File: src/rtl/axi_stream_pkt_arb.sv
// axi_stream_pkt_arb: packet-aware round-robin arbiter sharing one stream output
// between NUM_IN requesters. Grant is held from the first accepted beat of a
// source until its eop beat transfers, so packets never interleave.
// Optional feature: define AXI_STREAM_PKT_ARB_TAG_EN to overwrite the low
// $clog2(NUM_IN) bits of the output ctl with the source index.
module axi_stream_pkt_arb #(
    parameter int unsigned NUM_IN   = 4,
    parameter int unsigned DAT_BYTS = 8,
    parameter int unsigned DAT_BITS = DAT_BYTS * 8,
    parameter int unsigned CTL_BITS = 8,
    parameter int unsigned MOD_BITS = $clog2(DAT_BYTS)
) (
    input  logic                               i_clk,
    input  logic                               i_rst,
    input  logic [NUM_IN-1:0][DAT_BITS-1:0]    i_axi_dat,
    input  logic [NUM_IN-1:0]                  i_axi_val,
    input  logic [NUM_IN-1:0]                  i_axi_sop,
    input  logic [NUM_IN-1:0]                  i_axi_eop,
    input  logic [NUM_IN-1:0]                  i_axi_err,
    input  logic [NUM_IN-1:0][MOD_BITS-1:0]    i_axi_mod,
    input  logic [NUM_IN-1:0][CTL_BITS-1:0]    i_axi_ctl,
    output logic [NUM_IN-1:0]                  i_axi_rdy,
    output logic [DAT_BITS-1:0]                o_axi_dat,
    output logic                               o_axi_val,
    output logic                               o_axi_sop,
    output logic                               o_axi_eop,
    output logic                               o_axi_err,
    output logic [MOD_BITS-1:0]                o_axi_mod,
    output logic [CTL_BITS-1:0]                o_axi_ctl,
    input  logic                               o_axi_rdy,
    output logic [NUM_IN-1:0]                  o_grant,
    output logic                               o_locked
);

    localparam int unsigned IDX_W = $clog2(NUM_IN);

    typedef enum logic [0:0] {
        IDLE   = 1'b0,
        LOCKED = 1'b1
    } state_t;

    state_t              state, state_nxt;
    logic [IDX_W-1:0]    ptr, ptr_nxt;
    logic [IDX_W-1:0]    lock_idx, lock_nxt;
    logic [IDX_W-1:0]    sel, cand;
    logic                sel_vld;
    logic                out_free;
    logic                xfer;
    logic [NUM_IN-1:0]   sel_onehot;
    logic [CTL_BITS-1:0] ctl_sel;

    assign out_free   = ~o_axi_val | o_axi_rdy;
    assign sel_onehot = NUM_IN'(1) << sel;
    assign xfer       = sel_vld & out_free & i_axi_val[sel] & ~i_rst;
    assign o_grant    = (sel_vld & ~i_rst) ? sel_onehot : '0;
    assign i_axi_rdy  = (sel_vld & out_free & ~i_rst) ? sel_onehot : '0;
    assign o_locked   = (state == LOCKED);

`ifdef AXI_STREAM_PKT_ARB_TAG_EN
    localparam logic [CTL_BITS-1:0] TAG_MASK = CTL_BITS'((1 << IDX_W) - 1);
    assign ctl_sel = (i_axi_ctl[sel] & ~TAG_MASK) | CTL_BITS'(sel);
`else
    assign ctl_sel = i_axi_ctl[sel];
`endif

    // Source select: locked owner, else first valid searching upward from ptr+1
    always_comb begin
        sel     = lock_idx;
        sel_vld = 1'b0;
        cand    = '0;
        if (state == LOCKED) begin
            sel_vld = 1'b1;
        end else begin
            for (int unsigned k = 1; k <= NUM_IN; k++) begin
                cand = IDX_W'((32'(ptr) + k) % NUM_IN);
                if (!sel_vld && i_axi_val[cand]) begin
                    sel     = cand;
                    sel_vld = 1'b1;
                end
            end
        end
    end

    // Next-state: a non-eop beat in IDLE locks the source until its eop
    always_comb begin
        state_nxt = state;
        ptr_nxt   = ptr;
        lock_nxt  = lock_idx;
        case (state)
            IDLE: begin
                if (xfer) begin
                    if (i_axi_eop[sel]) begin
                        ptr_nxt = sel;
                    end else begin
                        state_nxt = LOCKED;
                        lock_nxt  = sel;
                    end
                end
            end
            LOCKED: begin
                if (xfer && i_axi_eop[sel]) begin
                    state_nxt = IDLE;
                    ptr_nxt   = lock_idx;
                end
            end
            default: state_nxt = IDLE;
        endcase
    end

    // State register; ptr resets to the last index so input 0 wins first
    always_ff @(posedge i_clk) begin
        if (i_rst) begin
            state    <= IDLE;
            ptr      <= IDX_W'(NUM_IN - 1);
            lock_idx <= '0;
        end else begin
            state    <= state_nxt;
            ptr      <= ptr_nxt;
            lock_idx <= lock_nxt;
        end
    end

    // Output stage: loads whenever empty or being drained
    always_ff @(posedge i_clk) begin
        if (i_rst) begin
            o_axi_val <= 1'b0;
            o_axi_dat <= '0;
            o_axi_sop <= 1'b0;
            o_axi_eop <= 1'b0;
            o_axi_err <= 1'b0;
            o_axi_mod <= '0;
            o_axi_ctl <= '0;
        end else if (out_free) begin
            o_axi_val <= xfer;
            if (xfer) begin
                o_axi_dat <= i_axi_dat[sel];
                o_axi_sop <= i_axi_sop[sel];
                o_axi_eop <= i_axi_eop[sel];
                o_axi_err <= i_axi_err[sel];
                o_axi_mod <= i_axi_mod[sel];
                o_axi_ctl <= ctl_sel;
            end
        end
    end

endmodule

File: config.mk
export PLATFORM = sky130hd
export DESIGN_NAME = axi_stream_pkt_arb
export DESIGN_NICKNAME = d
export VERILOG_FILES = /design/src/rtl/axi_stream_pkt_arb.sv
export SDC_FILE = /design/constraint.sdc
export NUM_CORES = 1
export LEC_CHECK = 0
export BUFFER_PORTS_ARGS = -buffer_cell sky130_fd_sc_hd__buf_2
export CORE_AREA = 4 4 154 156
export CTS_BUF_LIST = sky130_fd_sc_hd__clkbuf_4 sky130_fd_sc_hd__clkbuf_8
export CTS_CLUSTER_DIAMETER = 50
export CTS_CLUSTER_SIZE = 10
export DETAILED_ROUTE_END_ITERATION = 16
export DIE_AREA = 0 0 158 160
export PLACE_DENSITY_LB_ADDON = 0.12
export SLEW_MARGIN = 20
export SYNTH_ARGS = -nofsm -noshare
export SYNTH_HDL_FRONTEND = slang
export SYNTH_SLANG_ARGS = --single-unit
File: constraint.sdc
create_clock -name i_clk -period 4.63 [get_ports i_clk]
set_input_delay 0.6945 -clock i_clk [delete_from_list [all_inputs] [get_ports i_clk]]
set_output_delay 0.6945 -clock i_clk [all_outputs]
set_load 0.1 [all_outputs]
==> results.ini, run 1 <==
[route]
met2_wl_mm = 12.2
avgRoutedWirePerCell_um = 15.8
detail_route.drc_violations = 0
route.detailed.vias_per_inst = 4.68
route.vias.total = 7341
drt_iter0_markers = 475
first_pass_iters = 4
met3WireLength_mm = 1.81
highest_layer = met5
antenna_violating_nets_post_route = 0
routedLengthMet1_mm = 10.2
routed_wl_mm = 24.8

[yosys]
synth-main-ff-cell = dfxtp_1
synth_enable_flop_cells = 0
synth_top_area_share_pct = 30.6
syn_nets = 1247
yosysWarningCount = 0
ys_seq_elements = 84
synth.yosys.seq_area_share_pct = 30.6
synth.largest_area_cell = dfxtp_1
synth_cell_type_count = 36
netlist_area_um2 = 5490
postSynthCellCount = 928
synthesis.area_per_instance_um2 = 5.91
synth_area_leaders = dfxtp_1 (31%), nand2_1 (27%), nand3_1 (21%), a21oi_1 (7.3%), clkbuf_1 (4.8%)
async_s_r_ff_share_synth_pct = 0

[sta]
hold_viol = 0
time_the_final_worst_path_needs_with_i_o_delays_and_setup_ps = 3400
setup_repair_after_global_routing_missed_its_margin = false
worst-slew-pin-transition_ps = 1000
max-slew-margin-rel_pct = 33.1
setup_violations = 0
max_clock_freq_mhz = 294
post_route_fraction_of_the_period_consumed_by_the_critical_path_pct = 73.5
timing.hold.ws_ps = 453
final.setup_skew_ps = 8.95
timing.final.max_slew_violations = 0

[placement]
hpwlAfterDp_mm = 18.2
placed_cell_area_um2 = 7700
routability_congestion_estimate = 0.797
io_buffers = 406

[cells_and_area]
design.final.nets = 1596
num-fill-cells = 2573
final_cell_area_um2 = 7870
share_of_cells_above_drive_strength_1_pct = 34.8
syn2layout_area_growth_pct = 43.5
final_common_cell = buf_2
most-common-layout-cells = buf_2 (405), nand2_1 (388), nand3_1 (231)

[critical_path]
worst_path_max_delay_cell = nor2_1
worstPathCellList = mux4_2 -> nor2_1 -> nor3_1 -> nor2_1 -> nor3_1 -> buf_2
crit_arrival_ps = 2710
rr_startpoint = ptr[0]$_SDFFE_PP1P_
critPathKind = flip-flop to output pin
setup.worst_path.end_class = output pin
crit_fanout = 9
r2r_worst_path_depth = 8
crit_required_ps = 3940
setup_slack_of_the_most_critical_reg_to_reg_path_ps = 1580
worst_setup_path_start_kind = flip-flop
critical_path.max_stage_delay_ps = 630
r2r-end = o_axi_dat[61]$_SDFFE_PP0P_

[grt]
grt_max_degree = 97
initial_antenna_violation_count = 4
global_route_wire_length_before_repair_mm = 37.6
grt_pass1_vias = 7173
overflow = 0
global_route.usage.total_pct = 18.5

[clocking]
cts.hold.buffers_added = 0
tritoncts_buffer_count = 9
clock_tree.htree_level_count = 3
clock_insertion_delay_worst_skew_ps = 370
clk_path_buf_depth = 2
clock-sinks = 84
post_cts.resized_instances = 0
clkTransAtPathRegs_ps = 90
cts_tree = yes
cts-root-buf = clkbuf_8
post-cts-setup-buffer-count = 0

[floorplan]
ioPinCount = 407
initial_utilization_pct = 24.5
die-width_um = 158
rows = 55
core_area_um2 = 22400
die_area_um2 = 25300
dieHeight_um = 160

[power]
max-vdd-ir-drop_mv = 0.420
pwr_density_cell_nw_per_um2 = 976
cellLeakagePower_nw = 4.05

[status]
status = complete, no violations

[run]
drv.max_cap_violation_count = 0

[worst_hold_path]
hold_path.class = flip-flop to flip-flop
timing.hold.worst_path_depth = 2
timing.hold.worst_endpoint = o_axi_dat[53]$_SDFFE_PP0P_
holdCritStartpoint = o_axi_dat[53]$_SDFFE_PP0P_

## kinds of logic (layout without fill, tap and decap cells)
family,count (synthesis),count (layout),share of synthesized area [%]
other,0,1,0
AND/OR/NAND/NOR,651,651,50.8
AO/OA/AOI/OAI,102,102,11.0
multiplexers,7,7,1.53
buffers and inverters,84,438,6.00
flip-flops,84,84,30.6
## metrics by stage
| step | setup slack (ps) | power [mW] | setup TNS [ps] | utilization, % | instances |
|---|---|---|---|---|---|
| 5_1_grt | 1000 | 8.30 | 0 | 35.2 | 1568 |
| 3_3_place_gp | 1060 | 7.29 | 0 | 34.4 | 1551 |
| 4_1_cts | 1200 | 7.81 | 0 | 35.2 | 1567 |
| 6_report | 1230 | 7.69 | 0 | 35.2 | 1568 |
| 3_5_place_dp | 1070 | 7.30 | 0 | 34.4 | 1551 |
| 2_1_floorplan | -334 | 6.03 | -668 | - | 928 |
## per-layer routing
metal  vias to the layer above  global-route usage, %
li1                       3789                      -
met4                         6                   5.82
met5                         -                      0
met1                      3259                   22.0
met2                       253                   32.7
met3                        34                   4.17
## Yosys cell counts, drive strengths merged (3+ instances only)
cell	count
and3	4
inv	3
nor3	7
clkbuf	70
a21oi	80
dfxtp	84
o21ai	3
buf	11
nand2	388
nor2	10
nand3	231
nor2b	4
mux2i	5
## final cells by class
| cell class | instances | area (µm²) | share of cell area [%] |
|---|---|---|---|
| multi-input combinational | 760 | 3510 | 44.6 |
| tap | 285 | 357 | 4.53 |
| timing repair buffer | 419 | 2130 | 27.1 |
| clock inverter | 7 | 51.3 | 0.652 |
| clock buffer | 9 | 124 | 1.57 |
| antenna | 1 | 2.50 | 0.0318 |
| inverter | 3 | 11.3 | 0.143 |
| sequential | 84 | 1680 | 21.4 |
## state kept, by name, summed over array words and instances, names as in the netlist, named ones only
name / count
lock_idx: 2
o_axi_val: 1
o_axi_dat: 64
ptr: 2
o_axi_mod: 3
o_axi_sop: 1
o_axi_eop: 1
o_axi_err: 1
o_axi_ctl: 8
## how the worst max path moves through the flow
| stage | from | endpoint | slack, ps | depth (start not counted) |
|---|---|---|---|---|
| finish | ptr[1]$_SDFFE_PP1P_ | i_axi_rdy[2] | 1230 | 6 |
| global route | ptr[1]$_SDFFE_PP1P_ | i_axi_rdy[0] | 1000 | 6 |
| CTS | ptr[1]$_SDFFE_PP1P_ | i_axi_rdy[2] | 1200 | 6 |
| detailed placement | i_axi_val[1] | flip-flop | 1070 | 9 |
| global placement | i_axi_val[1] | flip-flop | 1060 | 9 |
| floorplan | flip-flop | i_axi_rdy[0] | -330 | 6 |
## critical path: cells and delay by family (launching register included)
family        cells  cell delay [ps]
simple gates      4              980
mux               1              530
flops             1              490
buf+inv           1              330
## power by group
part / switching, mW / internal (mW) / leakage [nW]
clock network: 0.293 / 0.198 / 0.0860
registers: 0.169 / 1.05 / 0.689
logic: 4.74 / 1.24 / 3.27
(Power assumes the default switching activity.)
==> inputs of run 2 (changes only) <==
CORE_AREA = 4 4 155 157   (was 4 4 154 156)
DIE_AREA = 0 0 159 161   (was 0 0 158 160)
clock period = 3.4 ns   (was 4.63 ns; I/O delays follow)
==> results.ini, run 2 (synthesized netlist as in run 1, its figures left out) <==
[status]
status = complete, no violations

[power]
report.power.total_mw = 10.8  ; +41%
pwr_density_cell_nw_per_um2 = 1340  ; +37%
max-vdd-ir-drop_mv = 0.567  ; +35%
cellLeakagePower_nw = 4.13  ; +1.9%

[route]
route.detailed.vias_per_inst = 4.68  ; -0.14%
routed_wl_mm = 24.9  ; +0.28%
antenna_violating_nets_post_route = 0  ; unchanged
drt_iter0_markers = 429  ; -9.7%
avgRoutedWirePerCell_um = 15.8  ; about the same
detail_route.drc_violations = 0  ; unchanged
route.vias.total = 7354  ; +0.18%
first_pass_iters = 5  ; +1

[floorplan]
core_area_um2 = 22500  ; +0.62%
dieHeight_um = 161  ; +0.63%
die-width_um = 159  ; +0.63%
die_area_um2 = 25600  ; +1.3%
rows = 55  ; unchanged
ioPinCount = 407  ; unchanged
initial_utilization_pct = 24.4  ; -0.15 points

[cells_and_area]
syn2layout_area_growth_pct = 47.1
share_of_cells_above_drive_strength_1_pct = 35.6  ; +0.80 points
design.final.nets = 1602  ; +0.38%
largest_register_ffs = 64  ; unchanged
postLayoutCoreUtil_pct = 35.9  ; +0.66 points
most-common-layout-cells = buf_2 (402), nand2_1 (388), nand3_1 (231)
final_common_cell = buf_2
top_registers = o_axi_dat (64), o_axi_ctl (8), o_axi_mod (3)
fin_cells = 1573  ; +0.32%
regMostFlops = o_axi_dat

[sta]
time_the_final_worst_path_needs_with_i_o_delays_and_setup_ps = 3030
finalWorstSetupSlack_ps = 365  ; -861 ps
setup_repair_after_global_routing_missed_its_margin = false
post_route_fraction_of_the_period_consumed_by_the_critical_path_pct = 89.3
hold_viol = 0  ; unchanged
max_clock_freq_mhz = 330
timing.final.max_slew_violations = 0  ; unchanged
worst-slew-pin-transition_ps = 884  ; -120 ps
timing.hold.ws_ps = 405  ; -47.8 ps
max-slew-margin-rel_pct = 40.9  ; +7.8 points
setup_violations = 0  ; unchanged
final.setup_skew_ps = 8.20  ; -0.748 ps

[critical_path]
worstPathCellList = nand2b_1 -> a21boi_1 -> o41ai_4 -> buf_4 -> and3_2 -> buf_2
crit_fanout = 23  ; +14
r2r_worst_path_depth = 7  ; -1
setup_slack_of_the_most_critical_reg_to_reg_path_ps = 660  ; -920 ps
critPathKind = flip-flop to output pin
critical-path-top-delay-family = buffers and inverters
crit_cells = 6  ; unchanged
startpoint = ptr[0]$_SDFFE_PP1P_
worstSetupEndpoint = o_grant[0]
worst_path_max_delay_cell = dfxtp_1
crit_required_ps = 2890  ; -1050 ps
worst_setup_path_start_kind = flip-flop
r2r-end = lock_idx[0]$_SDFFE_PP0P_
critical_path.max_stage_delay_ps = 450  ; -180 ps
crit_arrival_ps = 2520  ; -190 ps
critical_path.n_buffers_inverters = 2  ; +1
setup.worst_path.end_class = output pin

[worst_hold_path]
holdCritStartpoint = i_rst
hold_path.class = input port to flip-flop

[clocking]
clock-sinks = 84  ; unchanged
clock_insertion_delay_worst_skew_ps = 370  ; about the same
clk_path_buf_depth = 2  ; unchanged
cts_tree = yes
clock_tree.htree_level_count = 3  ; unchanged
tritoncts_buffer_count = 9  ; unchanged
post-cts-setup-buffer-count = 0  ; unchanged
post_cts.resized_instances = 0  ; unchanged
clkTransAtPathRegs_ps = 80  ; about the same
cts-root-buf = clkbuf_8
cts.hold.buffers_added = 0  ; unchanged

[run]
drv.max_cap_violation_count = 0  ; unchanged

[grt]
top_usage_layer = met2
grt_pass1_vias = 6893  ; -3.9%
overflow = 0  ; unchanged
grtUsageMet1_pct = 21.6  ; -0.38 points
initial_antenna_violation_count = 1  ; -3
global_route.usage.total_pct = 18.3  ; -0.21 points
global_route_wire_length_before_repair_mm = 38.0  ; +1.2%
met2_usage_grt_pct = 32.7  ; about the same
grt_max_degree = 89  ; -8.2%
grt_util_met3_pct = 4.67  ; +0.50 points

[placement]
hpwlAfterDp_mm = 18.8  ; +3.2%
routability_congestion_estimate = 0.837  ; +5.1%
setup_ws_pre_cts_ps = 196  ; -869 ps
dp.cells = 1557  ; +0.39%
io_buffers = 406  ; unchanged

run 2: cell types whose count changed in the layout (fill, tap and decap cells not counted), moves of 3 or more:
cell | previous run | this run
buf_2 | 405 | 402
and3_2 | 0 | 4
nor3_4 | 0 | 3
buf_12 | 0 | 6
and3_1 | 4 | 0
buf_4 | 14 | 17
run 2: metal layers:
| metal | vias to the layer above | wire length [µm] |
|---|---|---|
| li1 | 3807 | - |
| met1 | 3269 | 10400 |
| met2 | 260 | 12400 |
| met3 | 18 | 1690 |
| met4 | 0 | 376 |
| met5 | - | 0 |
run 2: layout make-up:
type	instances	area, µm²
Antenna cell	1	2.50
Clock inverter	5	77.6
Tap cell	285	357
Clock buffer	10	131
Timing Repair Buffer	425	2260
Inverter	3	11.3
Sequential cell	84	1680
Multi-Input combinational cell	760	3550
Fill cell	2549	14400
run 2: worst min path at each step:
stage / endpoint / slack [ps] / depth (start not counted)
3_5_place_dp: o_axi_dat[47]$_SDFFE_PP0P_ / 440 / 2
6_report: o_axi_eop$_SDFFE_PP0P_ / 410 / 2
2_1_floorplan: ptr[0]$_SDFFE_PP1P_ / 560 / 2
3_3_place_gp: o_axi_dat[32]$_SDFFE_PP0P_ / 440 / 2
5_1_grt: o_axi_eop$_SDFFE_PP0P_ / 400 / 2
4_1_cts: o_axi_eop$_SDFFE_PP0P_ / 370 / 2
run 2: per-stage QoR:
stage               area [µm²]  TNS [ps]
CTS                       8070         0
finish                    8070         0
floorplan                 5530     -62.1
global placement          7860         0
global route              8070         0
detailed placement        7860         0
run 2: power breakdown:
group	leakage (nW)	internal [mW]	switching, mW	total, mW
logic	3.33	1.84	6.53	8.37
clock network	0.106	0.416	0.375	0.791
registers	0.689	1.43	0.227	1.66
==> inputs of run 3 (changes only) <==
ABC_AREA = 1   (was default)
CORE_AREA = 4 4 156 158   (was 4 4 155 157)
DIE_AREA = 0 0 160 162   (was 0 0 159 161)
==> results.ini, run 3 <==
[floorplan]
rows = 56  ; +1.8%
core_area_um2 = 23100  ; +2.8%
ioPinCount = 407  ; unchanged
die-width_um = 160  ; +0.63%
die_area_um2 = 25900  ; +1.3%
initial_utilization_pct = 24.3  ; -0.12 points
dieHeight_um = 162  ; +0.62%

[clocking]
clkTransAtPathRegs_ps = 80  ; about the same
tritoncts_buffer_count = 9  ; unchanged
clock-sinks = 84  ; unchanged
clock_insertion_delay_worst_skew_ps = 360  ; about the same
clock_tree.htree_level_count = 3  ; unchanged
cts_tree = yes
clk_path_buf_depth = 2  ; unchanged
post-cts-setup-buffer-count = 0  ; unchanged
cts-root-buf = clkbuf_8

[status]
status = complete, no violations

[yosys]
synthTopCellsByCount = nand2_1 (365), nand3_1 (168), nor2_1 (98)
synth-main-ff-cell = dfxtp_1
synth_area_leaders = dfxtp_1 (30%), nand2_1 (24%), nand3_1 (15%), nor3_1 (6.9%), nor2_1 (6.6%)
synth_top_area_share_pct = 30.0  ; -0.67 points
ys_seq_elements = 84  ; unchanged
netlist_area_um2 = 5610  ; +2.2%
syn_nets = 1301  ; +4.3%
synthesis.area_per_instance_um2 = 5.71  ; -3.4%
yosysWarningCount = 0  ; unchanged
synthMostInstantiatedCell = nand2_1
postSynthCellCount = 982  ; +5.8%
synth.largest_area_cell = dfxtp_1
synth_cell_type_count = 25  ; -31%
async_s_r_ff_share_synth_pct = 0  ; unchanged
synth.yosys.seq_area_share_pct = 30.0  ; -0.67 points
synth_enable_flop_cells = 0  ; unchanged

[sta]
worst-slew-pin-transition_ps = 634  ; -250 ps
setup_repair_after_global_routing_missed_its_margin = false
post_route_fraction_of_the_period_consumed_by_the_critical_path_pct = 91.3  ; +2.1 points
hold_viol = 0  ; unchanged
max_clock_freq_mhz = 322  ; -2.3%
timing.final.max_slew_violations = 0  ; unchanged
time_the_final_worst_path_needs_with_i_o_delays_and_setup_ps = 3110  ; +71.0 ps
max-slew-margin-rel_pct = 57.8  ; +17 points
final.setup_skew_ps = 10.3  ; +2.12 ps
setup_violations = 0  ; unchanged

[power]
switchingPower_mw = 7.11  ; -0.26%
p_int_mw = 3.80  ; +2.9%
power.share.switching_pct = 65.2  ; -0.70 points
p_seq_share_pct = 13.0  ; -2.3 points
share_comb_of_total_power_pct = 80.5  ; +3.2 points
power.clock.fraction_pct = 6.5  ; -0.8 points
max-vdd-ir-drop_mv = 0.739  ; +30%
cellLeakagePower_nw = 4.70  ; +14%
report.power.total_mw = 10.9  ; +0.81%
pwr_density_cell_nw_per_um2 = 1330  ; -0.60%

[critical_path]
worst_setup_path_start_kind = flip-flop
crit_fanout = 11  ; -52%
critPathKind = flip-flop to output pin
r2r_worst_path_depth = 17  ; +10
crit_arrival_ps = 2600  ; +80 ps
setup.worst_path.end_class = output pin
crit_required_ps = 2890  ; about the same

[route]
drt_iter0_markers = 566  ; +32%
route.detailed.vias_per_inst = 4.66  ; -0.36%
routed_wl_mm = 25.8  ; +3.9%
first_pass_iters = 4  ; -1
antenna_violating_nets_post_route = 0  ; unchanged
detail_route.drc_violations = 0  ; unchanged
route.vias.total = 7602  ; +3.4%
avgRoutedWirePerCell_um = 15.8  ; +0.15%

[cells_and_area]
regMostFlops = o_axi_dat
design.final.nets = 1658  ; +3.5%
final_common_cell = buf_2
top_registers = o_axi_dat (64), o_axi_ctl (8), o_axi_mod (3)
most-common-layout-cells = buf_2 (398), nand2_1 (365), nand3_1 (168)
final_cell_area_um2 = 8190  ; +1.4%
syn2layout_area_growth_pct = 45.9
share_of_cells_above_drive_strength_1_pct = 34.2  ; -1.4 points
largest_register_ffs = 64  ; unchanged

[placement]
placed_cell_area_um2 = 8000  ; +1.8%
io_buffers = 406  ; unchanged
routability_congestion_estimate = 0.814  ; -2.7%
hpwlAfterDp_mm = 19.5  ; +3.6%

[grt]
overflow = 0  ; unchanged
global_route_wire_length_before_repair_mm = 39.5  ; +3.9%
global_route.usage.total_pct = 18.8  ; +0.55 points
grt_pass1_vias = 7320  ; +6.2%
grt_max_degree = 76  ; -15%
initial_antenna_violation_count = 1  ; unchanged

[worst_hold_path]
hold_path.class = input port to flip-flop
timing.hold.worst_path_depth = 2  ; unchanged

[run]
drv.max_cap_violation_count = 0  ; unchanged

## run 3: final cells by class
cell class	count	area (µm²)
Fill cell	2632	14900
Multi-Input combinational cell	803	3540
Timing Repair Buffer	424	2350
Sequential cell	84	1680
Tap cell	290	363
Clock buffer	10	138
Inverter	17	65.1
Clock inverter	3	40.0
Antenna cell	1	2.50
## run 3: final timing paths
kind / from / slack [ps] / endpoint
setup reg to reg: ptr[0]$_SDFFE_PP1P_ / 610 / o_axi_dat[61]$_SDFFE_PP0P_
setup / recovery: ptr[0]$_SDFFE_PP1P_ / 290 / i_axi_rdy[2]
hold reg to reg: o_axi_eop$_SDFFE_PP0P_ / 470 / o_axi_eop$_SDFFE_PP0P_
hold / removal: i_rst / 390 / o_axi_val$_SDFFE_PP0P_
## run 3: per-layer routing
metal / vias to the layer above / part of all wire (%) / global-route usage, % / wire [µm]
li1: 3920 / - / - / -
met1: 3352 / 41 / 22.4 / 10600
met2: 297 / 49 / 33.0 / 12600
met3: 31 / 7.8 / 4.92 / 2020
met4: 2 / 2.3 / 6.49 / 600
met5: - / 0.050 / 0 / 13
## run 3: worst max-delay path, stage by stage (launching register included)
cell	delay, ps
dfxtp_2	450
inv_2	120
nand2_1	100
nand3_1	70
nand2_1	110
nor2_1	50
a31oi_1	170
inv_1	190
nor2_1	260
inv_1	240
nor2_1	260
buf_12	210
## run 3: repair_timing
| item | CTS | global route |
|---|---|---|
| gates resized for setup | 0 | 2 |
| hold buffers | 0 | 0 |
| endpoints found under the setup margin | 0 | 8 |
## run 3: metrics by stage
step                      hold slack (ps)  util, %  worst slack, ps  setup TNS [ps]  instances
after floorplan                       486        -             -459           -1090        982
after global placement                467     34.6              490               0       1618
after detailed placement              460     34.6              466               0       1618
after CTS                             357     35.4             93.3               0       1631
after global routing                  381     35.4             8.13               0       1631
final                                 388     35.4              294               0       1632
## run 3: power groups by stage
stage	clock (mW)	sequential (mW)	combinational, mW
after floorplan	0	3.10	5.12
after global placement	0	1.43	8.93
after detailed placement	0	1.43	8.89
after CTS	0.751	1.42	8.91
after global routing	0.787	1.45	9.67
final	0.707	1.42	8.79
## run 3: cells by family (layout without fill, tap and decap cells)
kind of cell           count (synthesis)  count (layout)  synth area share (%)
other                                  0               1                     0
buffers and inverters                 95             454                  7.85
AND/OR/NAND/NOR                      718             718                  54.3
flip-flops                            84              84                  30.0
AO/OA/AOI/OAI                         85              85                  7.87
